==> src/rtl/tug_pkg.sv <==
// Shared FSM state encoding and player identifiers for the tug-of-war playfield.
package tug_pkg;

   typedef enum logic [1:0] {
      PLAY       = 2'd0,
      WIN_HOLD   = 2'd1,
      MATCH_OVER = 2'd2
   } state_e;

   localparam logic LEFT  = 1'b1;
   localparam logic RIGHT = 1'b0;

endpackage

==> src/rtl/tug_field_n_press_edge.sv <==
// Rising-edge press detector; prev resets high so a button held through reset never counts.
module press_edge (
   input  logic clk,
   input  logic rst,
   input  logic in,
   output logic press
);

   logic prev_q;

   always_ff @(posedge clk or negedge rst) begin
      if (!rst) prev_q <= 1'b1;
      else      prev_q <= in;
   end

   assign press = in & ~prev_q;

endmodule

==> src/rtl/tug_field_n.sv <==
// N-light tug-of-war field: light moves toward the presser, edge press scores,
// winning edge is held then recentred, first to MATCH_POINTS ends the match.
module tug_field_n
   import tug_pkg::*;
#(
   parameter  int unsigned NUM_LIGHTS   = 9,
   parameter  int unsigned HOLD_CYCLES  = 4,
   parameter  int unsigned MATCH_POINTS = 3,
   localparam int unsigned SCORE_W      = $clog2(MATCH_POINTS + 1)
) (
   input  logic                  clk,
   input  logic                  rst,
   input  logic                  L,
   input  logic                  R,
   output logic [NUM_LIGHTS-1:0] leds,
   output logic                  win_left,
   output logic                  win_right,
   output logic [SCORE_W-1:0]    score_left,
   output logic [SCORE_W-1:0]    score_right,
   output logic                  match_over,
   output logic                  match_winner
);

   localparam int unsigned POS_W  = $clog2(NUM_LIGHTS);
   localparam int unsigned HOLD_W = $clog2(HOLD_CYCLES + 1);

   localparam logic [POS_W-1:0]      POS_MAX   = POS_W'(NUM_LIGHTS - 1);
   localparam logic [POS_W-1:0]      POS_C     = POS_W'((NUM_LIGHTS - 1) / 2);
   localparam logic [HOLD_W-1:0]     HOLD_LAST = HOLD_W'(HOLD_CYCLES - 1);
   localparam logic [SCORE_W-1:0]    SCORE_MAX = SCORE_W'(MATCH_POINTS);
   localparam logic [NUM_LIGHTS-1:0] LEDS_RST  = NUM_LIGHTS'(1) << POS_C;

   logic press_l, press_r;

   press_edge u_edge_l (.clk(clk), .rst(rst), .in(L), .press(press_l));
   press_edge u_edge_r (.clk(clk), .rst(rst), .in(R), .press(press_r));

   state_e                  state_q, state_d;
   logic [POS_W-1:0]        pos_q, pos_d;
   logic [HOLD_W-1:0]       hold_q, hold_d;
   logic [SCORE_W-1:0]      score_l_q, score_l_d;
   logic [SCORE_W-1:0]      score_r_q, score_r_d;
   logic                    win_l_q, win_l_d;
   logic                    win_r_q, win_r_d;
   logic                    winner_q, winner_d;
   logic                    over_q, over_d;
   logic [NUM_LIGHTS-1:0]   leds_q, leds_d;

   always_ff @(posedge clk or negedge rst) begin
      if (!rst) begin
         state_q   <= PLAY;
         pos_q     <= POS_C;
         hold_q    <= '0;
         score_l_q <= '0;
         score_r_q <= '0;
         win_l_q   <= 1'b0;
         win_r_q   <= 1'b0;
         winner_q  <= 1'b0;
         over_q    <= 1'b0;
         leds_q    <= LEDS_RST;
      end else begin
         state_q   <= state_d;
         pos_q     <= pos_d;
         hold_q    <= hold_d;
         score_l_q <= score_l_d;
         score_r_q <= score_r_d;
         win_l_q   <= win_l_d;
         win_r_q   <= win_r_d;
         winner_q  <= winner_d;
         over_q    <= over_d;
         leds_q    <= leds_d;
      end
   end

   // Next state; simultaneous presses cancel and the edge light stays lit on a score.
   always_comb begin
      state_d   = state_q;
      pos_d     = pos_q;
      hold_d    = hold_q;
      score_l_d = score_l_q;
      score_r_d = score_r_q;
      win_l_d   = 1'b0;
      win_r_d   = 1'b0;
      winner_d  = winner_q;

      unique case (state_q)
         PLAY: begin
            if (press_l && !press_r) begin
               if (pos_q == POS_MAX) begin
                  score_l_d = score_l_q + SCORE_W'(1);
                  win_l_d   = 1'b1;
                  hold_d    = '0;
                  if (score_l_d == SCORE_MAX) begin
                     state_d  = MATCH_OVER;
                     winner_d = LEFT;
                  end else begin
                     state_d  = WIN_HOLD;
                  end
               end else begin
                  pos_d = pos_q + POS_W'(1);
               end
            end else if (press_r && !press_l) begin
               if (pos_q == '0) begin
                  score_r_d = score_r_q + SCORE_W'(1);
                  win_r_d   = 1'b1;
                  hold_d    = '0;
                  if (score_r_d == SCORE_MAX) begin
                     state_d  = MATCH_OVER;
                     winner_d = RIGHT;
                  end else begin
                     state_d  = WIN_HOLD;
                  end
               end else begin
                  pos_d = pos_q - POS_W'(1);
               end
            end
         end
         WIN_HOLD: begin
            if (hold_q == HOLD_LAST) begin
               pos_d   = POS_C;
               hold_d  = '0;
               state_d = PLAY;
            end else begin
               hold_d  = hold_q + HOLD_W'(1);
            end
         end
         MATCH_OVER: begin
         end
         default: state_d = PLAY;
      endcase

      over_d = (state_d == MATCH_OVER);
      leds_d = over_d ? '1 : (NUM_LIGHTS'(1) << pos_d);
   end

   assign leds         = leds_q;
   assign win_left     = win_l_q;
   assign win_right    = win_r_q;
   assign score_left   = score_l_q;
   assign score_right  = score_r_q;
   assign match_over   = over_q;
   assign match_winner = winner_q;

endmodule

==> config.mk <==
export PLATFORM = sky130hd
export DESIGN_NAME = tug_field_n
export DESIGN_NICKNAME = d
export VERILOG_FILES = /design/src/rtl/tug_pkg.sv /design/src/rtl/tug_field_n_press_edge.sv /design/src/rtl/tug_field_n.sv
export SDC_FILE = /design/constraint.sdc
export NUM_CORES = 1
export LEC_CHECK = 0
export CAP_MARGIN = 20
export CORE_MARGIN = 2
export CORE_UTILIZATION = 53
export DETAILED_ROUTE_END_ITERATION = 8
export PLACE_DENSITY = 0.78
export SLEW_MARGIN = 20
export SYNTH_ARGS = -nofsm -noshare
export SYNTH_HDL_FRONTEND = slang
export SYNTH_SLANG_ARGS = --single-unit
==> constraint.sdc <==
create_clock -name clk -period 2.6 [get_ports clk]
set_clock_uncertainty 0.05 [all_clocks]
set_input_delay 0.52 -clock clk [delete_from_list [all_inputs] [get_ports clk]]
set_output_delay 0.52 -clock clk [all_outputs]
set_load 0.05 [all_outputs]
==> impl_metrics.env, run 1 <==
export IMPL_cts_path_max_buffers=2
export IMPL_max_cap_violations=0
export IMPL_first_pass_iters=4
export IMPL_power_frac_comb_pct=61.3
export IMPL_crit_buf_inv=5
export IMPL_die_h_um=55.7
export IMPL_die_width_um=55.7
export IMPL_grt_max_degree=29
export IMPL_vias_per_cell=5.54
export IMPL_clock_root_buffer="clkbuf_4"
export IMPL_slew_viol_final=0
export IMPL_status="complete, no violations"
export IMPL_slowest_stage="clkdlybuf4s50_1"
export IMPL_worstMarginPinSlew_ns=0.505
export IMPL_clkSinkCount=28
export IMPL_ys_async_sr_fraction_pct=100
export IMPL_synth_seq_area_share_pct=49.7
export IMPL_areaGrowthSynthToFinish_pct=30.9
export IMPL_synth_top_cells_by_area="dfrtp_1 42%, dfstp_2 7.4%, ha_1 7.1%"
export IMPL_dp_hpwl_um=2200
export IMPL_syn_inst=130
export IMPL_irDropWorstVdd_mv=0.970
export IMPL_vias=1097
export IMPL_drive_above_1_share_pct=25.0
export IMPL_met3_length_um=157
export IMPL_postCtsHoldBufs=0
export IMPL_cp_data_arrival_time_ns=2.68
export IMPL_yosys_warnings=0
export IMPL_fin_crit_sh_pct=96.3
export IMPL_syn_avg_cell_area_um2=10.9
export IMPL_crit_family="buffers and inverters"
export IMPL_synth_distinct_cells=43
export IMPL_dp_cells=191
export IMPL_synthesis_area_um2=1420
export IMPL_path_depth=10
export IMPL_top_layer_used="met4"
export IMPL_p_leak_nw=0.868
export IMPL_worstHoldPathCells=1
export IMPL_start_util_pct=56.8
export IMPL_synth_edf_count=0
export IMPL_cts_clk_slew_worst_paths_ns=0.14
export IMPL_clock_power_share_pct=7.7
export IMPL_gp_congestion=0.826
export IMPL_final_cells=198
export IMPL_cp_cell_sequence="clkdlybuf4s50_1, nor2b_2, ha_1, buf_4, inv_1, o2111ai_1, o221a_2, inv_1, buf_4, o41ai_2"
export IMPL_grt_usage_pct=21.1
export IMPL_first_global_vias=1088
export IMPL_min_period_ns=2.50
export IMPL_pre_cts_ws_ns=-0.379
export IMPL_io_pins=21
export IMPL_p_total_w=0.00232
export IMPL_synth_seq_cells=28
export IMPL_intPower_w=0.00121
export IMPL_critPathKind="in2reg"
export IMPL_core_um2=2500
export IMPL_required_ns=2.78
export IMPL_cts_tree="yes"
export IMPL_slew_headroom_pct=66.2
export IMPL_mostFrequentLayoutCells="24 x dfrtp_1, 20 x clkdlybuf4s50_1, 17 x buf_4, 15 x inv_1, 8 x nand2_1"
export IMPL_wirelength_um=3150
export IMPL_wl_per_cell_um=15.9
export IMPL_yosysTopAreaCell="dfrtp_1"
export IMPL_crit_path_end_kind="flop"
export IMPL_drc_errors=0
export IMPL_cts_max_level=1
export IMPL_clk_latency_ns=0.32
export IMPL_dieArea_um2=3110
export IMPL_hold_class="reg2reg"
export IMPL_grt_overflow=0
export IMPL_p_sw_w=0.00111
export IMPL_final_hold_viol_count=0
export IMPL_wl_met1_um=1440
export IMPL_synth_top_cell_area_share_pct=42.3
export IMPL_met2_length_um=1510
export IMPL_antenna_found_initial=0
export IMPL_rows=18
export IMPL_numCtsBuffers=3
export IMPL_io_buffers=20
export IMPL_dr_first_iter_drc_count=29
export IMPL_fmax_mhz=399
export IMPL_final_antenna_net_count=0
export IMPL_grt_pass1_wl_um=5170
export IMPL_crit_fanout=4
export IMPL_finalSetupViolCount=0
export IMPL_worst_slack_ns=0.0954
export IMPL_syn_num_nets=142
export IMPL_power_density_nw_per_um2=1250
export IMPL_critPathLaunchType="primary input"
export IMPL_fin_nets=181
export IMPL_rr_worst_depth=8
export IMPL_final_common_cell="dfrtp_1"
export IMPL_diodes=0
export IMPL_swShare_pct=47.7
export IMPL_synth_flop_cell="dfrtp_1"
export IMPL_cp_slowest_stage_delay_ns=0.48
export IMPL_p_seq_share_pct=31.0
-- area by class of cell --
| cell class | instances | area (µm²) |
|---|---|---|
| inverters | 16 | 63.8 |
| clock buffers | 4 | 26.3 |
| repair inverters | 1 | 7.51 |
| repair buffers | 37 | 328 |
| well taps | 30 | 37.5 |
| fillers | 177 | 643 |
| multi-input cells | 82 | 688 |
| flip-flops and latches | 28 | 706 |
-- Yosys cell counts, types with 2 or more instances --
| library cell | count |
|---|---|
| dfrtp_1 | 24 |
| a22o_1 | 2 |
| o31ai_1 | 4 |
| nand4_1 | 2 |
| xnor2_1 | 2 |
| dfstp_2 | 4 |
| o22ai_1 | 2 |
| nand3_1 | 4 |
| a211oi_1 | 2 |
| nand2b_1 | 5 |
| a21o_1 | 3 |
| o21ai_0 | 4 |
| ha_1 | 8 |
| a31oi_1 | 2 |
| nor2b_1 | 2 |
| a21oi_1 | 2 |
| o41ai_1 | 5 |
| nand2_1 | 8 |
| nor2_1 | 7 |
| inv_1 | 15 |
-- layer usage --
| layer | GRT usage (%) | vias up |
|---|---|---|
| met4 | 6.27 | 0 |
| met5 | 0 | - |
| met3 | 3.49 | 4 |
| li1 | - | 541 |
| met2 | 33.0 | 31 |
| met1 | 30.3 | 521 |
-- power groups by stage --
stage / clock network (W) / registers (W) / logic (W)
2_1_floorplan: 0 / 0.000983 / 0.000576
3_5_place_dp: 0 / 0.000719 / 0.00127
6_report: 0.000180 / 0.000718 / 0.00142
5_1_grt: 0.000200 / 0.000732 / 0.00153
3_3_place_gp: 0 / 0.000712 / 0.00125
4_1_cts: 0.000188 / 0.000712 / 0.00128
-- sequential cells by signal, indices dropped and copies added, names as in the netlist --
signal / cells
win_right: 1
u_edge_l.prev_q: 1
state_q: 2
leds: 9
pos_q: 4
hold_q: 3
score_left: 2
match_over: 1
match_winner: 1
score_right: 2
win_left: 1
u_edge_r.prev_q: 1
-- logic make-up (layout without fill, tap and decap cells) --
group                      count (synthesis)  after routing  share of synthesized area [%]
buffers and inverters                     20             58                           6.17
xor gates and xnor gates                   2              2                           1.23
DFF                                       28             28                           49.7
muxes                                      2              2                           1.76
and+or+nand+nor                           35             35                           14.2
AOI/OAI and AO/OA                         35             35                           19.8
adders and majority gates                  8              8                           7.05
-- worst paths after layout --
kind / startpoint / endpoint / slack [ns]
setup / recovery: R / leds[4]$_DFF_PN1_ / 0.1
hold / removal: hold_q[2]$_DFFE_PN0P_ / hold_q[2]$_DFFE_PN0P_ / 0.44
setup reg to reg: pos_q[1]$_DFF_PN0_ / leds[4]$_DFF_PN1_ / 0.25
hold reg to reg: hold_q[2]$_DFFE_PN0P_ / hold_q[2]$_DFFE_PN0P_ / 0.44
max in group asynchronous: rst / pos_q[2]$_DFF_PN1_ / 1.68
min in group asynchronous: rst / win_right$_DFF_PN0_ / 0.51
-- repair_timing --
item | 4_1_cts | 5_1_grt
buffers inserted | 0 | 2
pin swaps | 0 | 3
setup endpoints to repair | 3 | 9
gates resized for setup | 1 | 11
gates cloned | 0 | 1
-- stage by stage --
| stage | cell area (µm²) | setup TNS, ns | utilization [%] | hold slack (ns) |
|---|---|---|---|---|
| final | 1860 | 0 | 74.3 | 0.444 |
| after floorplan | 1420 | 0 | - | 0.174 |
| after detailed placement | 1740 | -3.63 | 69.7 | 0.420 |
| after global routing | 1860 | -0.0381 | 74.3 | 0.463 |
| after CTS | 1770 | 0 | 70.8 | 0.452 |
| after global placement | 1740 | -3.11 | 69.7 | 0.414 |
Note: power is estimated with default switching activity, not from simulation.
==> inputs of run 2 (changes only) <==
CAP_MARGIN = unset   (was 20)
==> results of run 2 <==
No change in the layout: final DEF, timing and power equal those of run 1.
